<file path="src/rtl/vlc_packer_pkg.sv">
// Shared state type and sizing helpers for the VLC bit packer and its aligner.
package vlc_packer_pkg;

  typedef enum logic [0:0] {
    RUN   = 1'b0,
    FLUSH = 1'b1
  } pack_state_t;

  // Accumulator must hold one full output word plus the widest codeword.
  function automatic int acc_width(input int max_code_bits, input int out_bytes);
    return 8 * out_bytes + max_code_bits;
  endfunction

  function automatic int bytes_for_bits(input int fill);
    return (fill + 7) / 8;
  endfunction

endpackage

</file>
<file path="src/rtl/vlc_bit_packer_if.sv">
// Codeword input and packed-word output channels of the VLC bit packer.
// master = producer/consumer environment, slave = the packer itself.
interface vlc_bit_packer_if #(
  parameter int MAX_CODE_BITS = 32,
  parameter int OUT_BYTES     = 8
);
  localparam int OUT_W = 8 * OUT_BYTES;
  localparam int LEN_W = $clog2(MAX_CODE_BITS + 1);
  localparam int BC_W  = $clog2(OUT_BYTES + 1);

  logic                     in_valid;
  logic                     in_ready;
  logic [MAX_CODE_BITS-1:0] in_code;
  logic [LEN_W-1:0]         in_len;
  logic                     flush;

  logic                     out_valid;
  logic                     out_ready;
  logic [OUT_W-1:0]         out_data;
  logic [BC_W-1:0]          out_byte_count;
  logic                     out_last;
  logic                     flush_done;

  modport master (
    output in_valid, in_code, in_len, flush, out_ready,
    input  in_ready, out_valid, out_data, out_byte_count, out_last, flush_done
  );

  modport slave (
    input  in_valid, in_code, in_len, flush, out_ready,
    output in_ready, out_valid, out_data, out_byte_count, out_last, flush_done
  );

endinterface

</file>
<file path="src/rtl/vlc_packer_align.sv">
// Masks a codeword to its clamped length and left-aligns it below the current fill.
// Latency: combinational. Backpressure: none (pure function of inputs).
module vlc_packer_align
  import vlc_packer_pkg::*;
#(
  parameter int MAX_CODE_BITS = 32,
  parameter int ACC_W         = 96,
  parameter int FILL_W        = 7,
  parameter int LEN_W         = 6
) (
  input  logic [MAX_CODE_BITS-1:0] code,
  input  logic [LEN_W-1:0]         len,
  input  logic [FILL_W-1:0]        fill,
  output logic [ACC_W-1:0]         aligned,
  output logic [LEN_W-1:0]         len_clamped
);

  localparam int SH_W = $clog2(ACC_W + 1);

  logic [ACC_W-1:0] mask;
  logic [ACC_W-1:0] code_ext;
  logic [SH_W-1:0]  shamt;
  int               shift_i;

  always_comb begin
    len_clamped = len;
    if (len > LEN_W'(MAX_CODE_BITS)) begin
      len_clamped = LEN_W'(MAX_CODE_BITS);
    end

    mask     = ~({ACC_W{1'b1}} << len_clamped);
    code_ext = {{(ACC_W - MAX_CODE_BITS){1'b0}}, code} & mask;

    // Code occupies [ACC_W-1-fill -: len]; its LSB lands at ACC_W-fill-len.
    shift_i = ACC_W - int'(fill) - int'(len_clamped);
    shamt   = '0;
    aligned = '0;
    if (shift_i >= 0) begin
      shamt   = SH_W'(shift_i);
      aligned = code_ext << shamt;
    end
  end

endmodule

</file>
<file path="src/rtl/vlc_bit_packer.sv">
// Packs variable-length codewords MSB-first into OUT_W-bit words; flush pads tail to a byte.
// Latency: word valid the cycle after the completing codeword. Optional VLC_BIT_PACKER_BIT_COUNT_EN adds total_bits.
// Backpressure: input stalls while a full word is held; output word is stable until out_ready.
module vlc_bit_packer
  import vlc_packer_pkg::*;
#(
  parameter int MAX_CODE_BITS = 32,
  parameter int OUT_BYTES     = 8
) (
  input  logic CLOCK,
  input  logic RESET,
`ifdef VLC_BIT_PACKER_BIT_COUNT_EN
  output logic [31:0] total_bits,
`endif
  vlc_bit_packer_if.slave bus
);

  localparam int OUT_W  = 8 * OUT_BYTES;
  localparam int ACC_W  = acc_width(MAX_CODE_BITS, OUT_BYTES);
  localparam int FILL_W = $clog2(ACC_W);
  localparam int LEN_W  = $clog2(MAX_CODE_BITS + 1);
  localparam int BC_W   = $clog2(OUT_BYTES + 1);

  pack_state_t       state_q, state_d;
  logic [ACC_W-1:0]  acc_q, acc_d;
  logic [FILL_W-1:0] fill_q, fill_d;
  logic              done_q, done_d;

  logic [ACC_W-1:0]  aligned;
  logic [LEN_W-1:0]  len_c;
  logic              in_ready_c;
  logic              full;
  logic              tail;
  logic              out_valid_c;
  logic              accept;
  logic              take_flush;
  logic              emit;
  logic [BC_W-1:0]   tail_bytes;

  vlc_packer_align #(
    .MAX_CODE_BITS (MAX_CODE_BITS),
    .ACC_W         (ACC_W),
    .FILL_W        (FILL_W),
    .LEN_W         (LEN_W)
  ) u_align (
    .code        (bus.in_code),
    .len         (bus.in_len),
    .fill        (fill_q),
    .aligned     (aligned),
    .len_clamped (len_c)
  );

  // Accept only while less than a full word is buffered, so accept and emit never overlap.
  always_comb begin
    full        = (fill_q >= FILL_W'(OUT_W));
    in_ready_c  = (state_q == RUN) && !full;
    tail        = (state_q == FLUSH) && !full && (fill_q != '0);
    out_valid_c = full || tail;
    accept      = bus.in_valid && in_ready_c;
    take_flush  = bus.flush && in_ready_c;
    emit        = out_valid_c && bus.out_ready;
    tail_bytes  = BC_W'(bytes_for_bits(int'(fill_q)));
  end

  always_comb begin
    state_d = state_q;
    acc_d   = acc_q;
    fill_d  = fill_q;
    done_d  = 1'b0;
    case (state_q)
      RUN: begin
        if (accept) begin
          acc_d  = acc_q | aligned;
          fill_d = fill_q + FILL_W'(len_c);
        end else if (emit) begin
          acc_d  = acc_q << OUT_W;
          fill_d = fill_q - FILL_W'(OUT_W);
        end
        if (take_flush) begin
          state_d = FLUSH;
        end
      end
      FLUSH: begin
        if (full) begin
          if (emit) begin
            acc_d  = acc_q << OUT_W;
            fill_d = fill_q - FILL_W'(OUT_W);
          end
        end else if (fill_q == '0) begin
          done_d  = 1'b1;
          state_d = RUN;
        end else if (emit) begin
          acc_d   = '0;
          fill_d  = '0;
          done_d  = 1'b1;
          state_d = RUN;
        end
      end
      default: begin
        state_d = RUN;
      end
    endcase
  end

  always_ff @(posedge CLOCK) begin
    if (RESET) begin
      state_q <= RUN;
      acc_q   <= '0;
      fill_q  <= '0;
      done_q  <= 1'b0;
    end else begin
      state_q <= state_d;
      acc_q   <= acc_d;
      fill_q  <= fill_d;
      done_q  <= done_d;
    end
  end

  // Bits below fill are always zero, so the tail word is already zero-padded.
  always_comb begin
    bus.in_ready       = !RESET && in_ready_c;
    bus.out_valid      = !RESET && out_valid_c;
    bus.out_data       = RESET ? '0 : acc_q[ACC_W-1 -: OUT_W];
    bus.out_byte_count = '0;
    if (!RESET) begin
      bus.out_byte_count = tail ? tail_bytes : BC_W'(OUT_BYTES);
    end
    bus.out_last       = !RESET && tail;
    bus.flush_done     = !RESET && done_q;
  end

`ifdef VLC_BIT_PACKER_BIT_COUNT_EN
  logic [31:0] total_q;

  // Value is visible during the flush_done cycle and restarts right after it.
  always_ff @(posedge CLOCK) begin
    if (RESET) begin
      total_q <= '0;
    end else if (done_q) begin
      total_q <= accept ? 32'(len_c) : '0;
    end else if (accept) begin
      total_q <= total_q + 32'(len_c);
    end
  end

  assign total_bits = total_q;
`endif

endmodule

</file>
<file path="src/flat_wrapper.sv">
// flat-port wrapper written by rule: the top's interface ports become plain ports
module vlc_bit_packer_flat import vlc_packer_pkg::*;
#(
  parameter int MAX_CODE_BITS = 32,
  parameter int OUT_BYTES     = 8
)
  (CLOCK, RESET, bus_in_valid, bus_in_code, bus_in_len, bus_flush, bus_out_ready, bus_in_ready, bus_out_valid, bus_out_data, bus_out_byte_count, bus_out_last, bus_flush_done);
  vlc_bit_packer_if #(.MAX_CODE_BITS(MAX_CODE_BITS), .OUT_BYTES(OUT_BYTES)) bus_i ();
  input  logic CLOCK;
  input  logic RESET;
  input wire logic [$bits(bus_i.in_valid)-1:0] bus_in_valid;
  input wire logic [$bits(bus_i.in_code)-1:0] bus_in_code;
  input wire logic [$bits(bus_i.in_len)-1:0] bus_in_len;
  input wire logic [$bits(bus_i.flush)-1:0] bus_flush;
  input wire logic [$bits(bus_i.out_ready)-1:0] bus_out_ready;
  output wire logic [$bits(bus_i.in_ready)-1:0] bus_in_ready;
  output wire logic [$bits(bus_i.out_valid)-1:0] bus_out_valid;
  output wire logic [$bits(bus_i.out_data)-1:0] bus_out_data;
  output wire logic [$bits(bus_i.out_byte_count)-1:0] bus_out_byte_count;
  output wire logic [$bits(bus_i.out_last)-1:0] bus_out_last;
  output wire logic [$bits(bus_i.flush_done)-1:0] bus_flush_done;
  assign bus_i.in_valid = bus_in_valid;
  assign bus_i.in_code = bus_in_code;
  assign bus_i.in_len = bus_in_len;
  assign bus_i.flush = bus_flush;
  assign bus_i.out_ready = bus_out_ready;
  assign bus_in_ready = bus_i.in_ready;
  assign bus_out_valid = bus_i.out_valid;
  assign bus_out_data = bus_i.out_data;
  assign bus_out_byte_count = bus_i.out_byte_count;
  assign bus_out_last = bus_i.out_last;
  assign bus_flush_done = bus_i.flush_done;
  vlc_bit_packer #(.MAX_CODE_BITS(MAX_CODE_BITS), .OUT_BYTES(OUT_BYTES)) u_core (.CLOCK(CLOCK), .RESET(RESET), .bus(bus_i));
endmodule
</file>
<file path="config.mk">
export PLATFORM = sky130hd
export DESIGN_NAME = vlc_bit_packer_flat
export DESIGN_NICKNAME = d
export VERILOG_FILES = /design/src/rtl/vlc_packer_pkg.sv /design/src/rtl/vlc_bit_packer_if.sv /design/src/rtl/vlc_packer_align.sv /design/src/rtl/vlc_bit_packer.sv /design/src/flat_wrapper.sv
export SDC_FILE = /design/constraint.sdc
export NUM_CORES = 1
export LEC_CHECK = 0
export ABC_CLOCK_PERIOD_IN_PS = 5250
export CAP_MARGIN = 10
export CORE_UTILIZATION = 55
export CTS_CLUSTER_DIAMETER = 100
export CTS_CLUSTER_SIZE = 12
export DETAILED_ROUTE_END_ITERATION = 10
export PLACE_DENSITY = 0.8
export SYNTH_ARGS = -nofsm -noshare
export SYNTH_HDL_FRONTEND = slang
export SYNTH_SLANG_ARGS = --single-unit
</file>
<file path="constraint.sdc">
create_clock -name CLOCK -period 5.25 [get_ports CLOCK]
set_clock_uncertainty 0.15 [all_clocks]
set_input_delay 1.3125 -clock CLOCK [delete_from_list [all_inputs] [get_ports CLOCK]]
set_output_delay 1.3125 -clock CLOCK [all_outputs]
set_load 0.02 [all_outputs]
</file>
# --- Yosys cells after proc, flatten, opt, wreduce, memory -nomap -nowiden ---
# Cells that the tools add are included.
word_totals:
  register_bits: 105
  out_inout_bits: 72
  in_bits: 43
classes:
  muxes: 24
  add_sub_neg: 6
  order_cmp: 3
  eq_ne: 2
  shift: 2
  n_reduce_logical: 18
  n_bitwise: 5
ops:
  columns: ["op", "n"]
  rows:
  - ["96-bit 2-to-1 mux", 6]
  - ["96-bit one-hot mux with 2 select lines", 1]
  - ["32-bit by 96-bit AND with 96-bit output", 1]
  - ["96-bit inverter", 1]
  - ["96-bit bitwise OR", 1]
  - ["96-bit by 6-bit left shift with 96-bit output (first input constant)", 1]
  - ["96-bit by 7-bit left shift with 96-bit output", 1]
  - ["64-bit 2-to-1 mux", 1]
  - ["7-bit 2-to-1 mux", 5]
  - ["7-bit one-hot mux with 2 select lines", 1]
  - ["1-bit logical AND", 10]
  - ["9-bit by 1-bit greater-or-equal comparator with 1-bit output (second input constant)", 1]
  - ["8-bit by 7-bit subtractor with 9-bit output", 1]
  - ["4-bit 2-to-1 mux", 2]
  - ["7-bit by 7-bit subtractor with 8-bit output (first input constant)", 1]
  - ["7-bit by 3-bit adder with 7-bit output (second input constant)", 1]
  - ["7-bit by 6-bit adder with 7-bit output", 1]
  - ["7-bit greater-or-equal comparator (second input constant)", 1]
  - ["7-bit logical NOT", 1]
  - ["7-bit nonzero test", 1]
  - ["7-bit subtractor (second input constant)", 1]
  - ["6-bit greater-than comparator (second input constant)", 1]
  - ["1-bit 2-to-1 mux", 6]
  - ["6-bit 2-to-1 mux", 1]
  - ["9 further kinds", 12]

# --- Longest topological paths before layout ---
logic_depth:
  word_depth: 10
  mapped_depth: 16

# --- Hierarchy ---
# Synthesis repeated with hierarchy kept, for this count alone.
hier_totals:
  cells_unflattened: 1240
  hier_area_um2: 8974.9
modules_own_cells:
  columns: ["module", "cells_per_inst", "seq_area_each_um2", "instances", "area_each_um2"]
  rows:
  - ["vlc_packer_align", 706, 0.0, 1, 4613.2]
  - ["vlc_bit_packer", 534, 2102.0, 1, 4361.7]

# --- Least setup slack after synthesis ---
# Ideal clock, no wire load.
synth_timing:
  path_kind: "input -> register"
  from: "in bus_in_len[5]"
  to: "reg u_core.acc_q[84]"
  setup_time_ns: 0.122
  t_arrival_ns: 4.639
  n_path_buf: 3
  stages: 14
  required_time_ns: 4.978
  setup_slack_ns: 0.339
  path_cell_list: "buf_2 -> buf_2 -> buf_2 -> nor2b_1 -> ha_1 -> fa_1 -> xnor2_1 -> nor4_1 -> o31a_1 -> or4_4 -> mux2_2 -> a21oi_2 -> nor2_1 -> o311a_1"
synth_via:
  elab_chain_cells: 10
  word_cells_on_any_way: 12
  classes_between: "add/sub (1); order compare (2); shift (2); mux (4); bitwise (3)"
synth_rtl:
  columns: ["item", "line_no", "source"]
  rows:
  - ["start, declared", "flat_wrapper.sv:13", "input wire logic [$bits(bus_i.in_len)-1:0] bus_in_len;"]
  - ["6-bit greater-than comparator", "vlc_packer_align.sv:27", "if (len > LEN_W'(MAX_CODE_BITS)) begin"]
  - ["6-bit 2-to-1 mux (*)", "vlc_packer_align.sv:27", null]
  - ["96-bit by 6-bit left shift with 96-bit output", "vlc_packer_align.sv:31", "mask = ~({ACC_W{1'b1}} << len_clamped);"]
  - ["96-bit inverter", "vlc_packer_align.sv:31", null]
  - ["32-bit by 96-bit AND with 96-bit output", "vlc_packer_align.sv:32", "code_ext = {{(ACC_W - MAX_CODE_BITS){1'b0}}, code} & mask;"]
  - ["96-bit by 7-bit left shift with 96-bit output", "vlc_packer_align.sv:40", "aligned = code_ext << shamt;"]
  - ["96-bit 2-to-1 mux (*)", "vlc_packer_align.sv:38", "if (shift_i >= 0) begin"]
  - ["96-bit bitwise OR (*)", "vlc_bit_packer.sv:73", "acc_d = acc_q | aligned;"]
  - ["96-bit 2-to-1 mux (*)", "vlc_bit_packer.sv:72", "if (accept) begin"]
  - ["96-bit one-hot mux with 2 select lines (*)", "vlc_bit_packer.sv:70", "case (state_q)"]
  - ["end signal, assigned", "vlc_bit_packer.sv:108", "acc_q <= '0;"]
  - ["end signal, assigned", "vlc_bit_packer.sv:113", "acc_q <= acc_d;"]
  - ["end, declared", "vlc_bit_packer.sv:25", "logic [ACC_W-1:0] acc_q, acc_d;"]
# Mark *: on every way between the ends. The rest lies on a longest branch, timed or not.
# A chain may end at the register's enable or synchronous reset.

# --- Final worst setup path ---
layout_timing:
  from: "in bus_in_len[5]"
  to: "reg u_core.acc_q[64]"
# Same word-level chain as after synthesis.

==> flow_metrics.env <==
export IMPL_outcome="completed"
export IMPL_cp_arrival_ns=5.03
export IMPL_seq_power_share_pct=19.4
export IMPL_switching_share_pct=50.66
export IMPL_grt_pass1_vias=9493
export IMPL_worstSetupEndpointType="flip-flop"
export IMPL_drive_above_1_share_pct=13.71
export IMPL_wl_mm=36.34
export IMPL_grt_max_degree=52
export IMPL_critPathLaunchType="primary input"
export IMPL_fmax_mhz=205.7
export IMPL_synth_nets=1211
export IMPL_ctsHoldBuffers=0
export IMPL_drtIter0Drc=1764
export IMPL_path_max_fanout=25
export IMPL_p_int_mw=2.814
export IMPL_place_area_um2=10630
export IMPL_core_um2=15260
export IMPL_busiest_layer="met2"
export IMPL_setup_viol=0
export IMPL_wl_per_cell_um=24.08
export IMPL_synth_most_common_cell="nand2_1"
export IMPL_multi_input_area_um2=6131
export IMPL_setup_tns_ns=0
export IMPL_hp_class="flip-flop to flip-flop"
export IMPL_post_cts_resize_count=0
export IMPL_overflow=0
export IMPL_crit_path_top_delay_cell="fa_1"
export IMPL_synth_edf_count=0
export IMPL_ys_seq_area_share_pct=24.28
export IMPL_chipWidth_um=127.5
export IMPL_synth_area_um2=8658
export IMPL_viasPerCell=7.021
export IMPL_postSynthAreaPerCell_um2=7.503
export IMPL_max_cap_violations=0
export IMPL_final_max_slew_viol_count=0
export IMPL_r2r_cells=13
export IMPL_synth_top_area_share_pct=24.28
export IMPL_num_vias=10590
export IMPL_hpwl_mm=26.97
export IMPL_fin_crit_sh_pct=92.59
export IMPL_rsz0062_at_grt="no"
export IMPL_h_tree_depth=3
export IMPL_synth_area_top_cells="dfxtp_1 (24%), nor2b_1 (5.5%), nand2_1 (4.9%)"
export IMPL_cts_buffers=9
export IMPL_crit_type="primary input to flip-flop"
export IMPL_placementRows=45
export IMPL_clk_latency_ns=0.37
export IMPL_grt_usage_pct=44.47
export IMPL_period_needed_ns=4.861
export IMPL_power_frac_clock_pct=12.2
export IMPL_p_leak_nw=4.125
export IMPL_synth_cell_type_count=84
export IMPL_synth_largest_area_cell="dfxtp_1"
export IMPL_synthTopCellsByCount="nand2_1 (112), nor2_1 (110), dfxtp_1 (105), nor2b_1 (76), clkbuf_1 (66)"
export IMPL_synth_ff_type="dfxtp_1"
export IMPL_r2r_slack_ns=1.28
export IMPL_irDropWorstVdd_v=0.0003062
export IMPL_diodes=0
export IMPL_antenna_found_initial=1
export IMPL_synth_warnings=0
export IMPL_relSlewSlack_pct=41.42
export IMPL_path_cells="clkdlybuf4s50_1 > nor2b_1 > ha_2 > fa_1 > xnor2_2 > buf_12 > o211ai_1 > and3_1 > a211oi_2 > a21oi_1 > a221oi_1 > buf_4 > o21a_1"
export IMPL_die_area_um2=16250
export IMPL_grt_pass1_wl_mm=55.28
export IMPL_finalInstanceArea_um2=10930
export IMPL_tightestPinTransition_ns=0.8787
export IMPL_dr_pass1_iters=6
export IMPL_grtUsageMet2_pct=66.09
export IMPL_cts_root_buf="clkbuf_16"
export IMPL_p_per_area_nw_per_um2=521.6
export IMPL_port_buffers=114
export IMPL_pin_count=115
export IMPL_cts_setup_buffers=0
export IMPL_die_h_um=127.5
export IMPL_cp_data_required_time_ns=5.42
export IMPL_fin_nets=1350
export IMPL_syn_to_final_growth_pct=26.27
export IMPL_initial_utilization_pct=56.74
export IMPL_cts_max_path_buffers=2
export IMPL_cpPeakStageDelay_ns=0.53
export IMPL_clk_pin_slew_ns=0.08
export IMPL_ys_ff_latch=105
export IMPL_fill_cells=1255
export IMPL_postSynthCellCount=1154
export IMPL_met3_usage_pct=12.23
export IMPL_async_flop_share_pct=0
export IMPL_route_detailed_drc=0
export IMPL_hold_depth=2
export IMPL_gp_congestion=1.035
export IMPL_ant_nets=0
export IMPL_power_switching_mw=2.889
export IMPL_use_met1_pct=61.64
export IMPL_cts_num_sinks=105
export IMPL_final_hold_viol_count=0
export IMPL_ff_latch_area_um2=2102
export IMPL_power_frac_comb_pct=68.4
export IMPL_tritoncts="built"
## path summary, 6_finish.rpt
path | end | from
setup / recovery | u_core.acc_q[64] | bus_in_len[5]
hold / removal | u_core.acc_q[59] | u_core.acc_q[59]
setup reg to reg | u_core.acc_q[64] | u_core.fill_q[0]
hold reg to reg | u_core.acc_q[59] | u_core.acc_q[59]
## cell type report
class / instances / area share, %
multi-input combinational: 936 / 56.08
clock inverter: 7 / 0.6867
inverter: 15 / 0.5150
timing repair buffer: 226 / 19.02
clock buffer: 9 / 2.060
sequential: 105 / 19.23
tap: 211 / 2.415
## state kept, by name, indices dropped and copies added (netlist names)
name / flops
u_core.done_q: 1
u_core.state_q: 1
u_core.fill_q: 7
u_core.acc_q: 96
## power by group through the flow
stage / Sequential (mW) / Clock, mW / Combinational [mW]
CTS: 1.10 / 0.690 / 3.69
finish: 1.11 / 0.697 / 3.90
detailed placement: 1.11 / 0 / 3.67
global placement: 1.11 / 0 / 3.66
global route: 1.12 / 0.725 / 4.02
floorplan: 1.06 / 0 / 2.12
## worst max-delay path, delay by kind of cell
family,cells,cell delay [ns]
adders and majority gates,2,0.73
buffers and inverters,3,0.94
AOI/OAI and AO/OA,5,1.30
xor gates and xnor gates,1,0.43
and+or+nand+nor,2,0.30
## stage by stage
step	util, %	hold slack, ns	total power, mW	instances	worst slack [ns]
6_report	71.65	0.2855	5.703	1509	0.3889
5_1_grt	71.65	0.3053	5.866	1509	0.2709
4_1_cts	71.65	0.2901	5.478	1509	0.4614
3_5_place_dp	69.68	0.2797	4.780	1493	0.1024
3_3_place_gp	69.68	0.2702	4.770	1493	0.1436
2_1_floorplan	-	0.2576	3.180	1154	0.3392
## layout by cell type (no fill, tap or decap), types with 7 or more instances in the layout
cell	synthesis	final
clkdlybuf4s50_1	0	113
nor3_1	30	29
and2_1	11	11
a21o_1	8	8
o22a_1	8	8
a32oi_1	7	7
a21oi_1	64	64
xnor2_1	9	7
buf_4	1	105
o221ai_1	12	12
nand2b_1	16	16
a211o_1	7	7
nand2_1	112	112
clkbuf_16	0	9
nand3_1	18	18
and3_1	9	9
o31ai_1	12	12
a221oi_1	34	34
a22o_1	14	14
buf_12	0	8
o32ai_1	7	7
nor4_1	12	12
inv_1	14	14
o21a_1	9	9
nor2_1	110	110
nor2b_1	76	76
o22ai_1	21	21
a221o_1	7	7
o211ai_1	18	18
dfxtp_1	105	105
or2_2	8	8
a311oi_1	10	10
mux2_2	15	15
a22oi_1	47	47
a31oi_1	7	7
o21ai_0	57	57
ha_1	13	12
mux2i_1	20	20
a211oi_1	18	18
a2bb2oi_1	7	7
## cells by family (layout without fill, tap and decap cells)
logic type / count (synthesis) / in the layout / synth area share [%]
mux: 38 / 38 / 5.043
xor+xnor: 19 / 19 / 2.182
fa+ha+maj: 17 / 17 / 2.457
compound gates: 429 / 429 / 35.91
simple gates: 433 / 433 / 24.70
flops: 105 / 105 / 24.28
buf+inv: 113 / 257 / 5.434
## metal layers
layer  share of wire (%)  wire length [um]
met5               0.036                13
met4                 3.3              1189
met3                  13              4809
met2                  42             15390
met1                  41             14930
(Power assumes the default switching activity.)
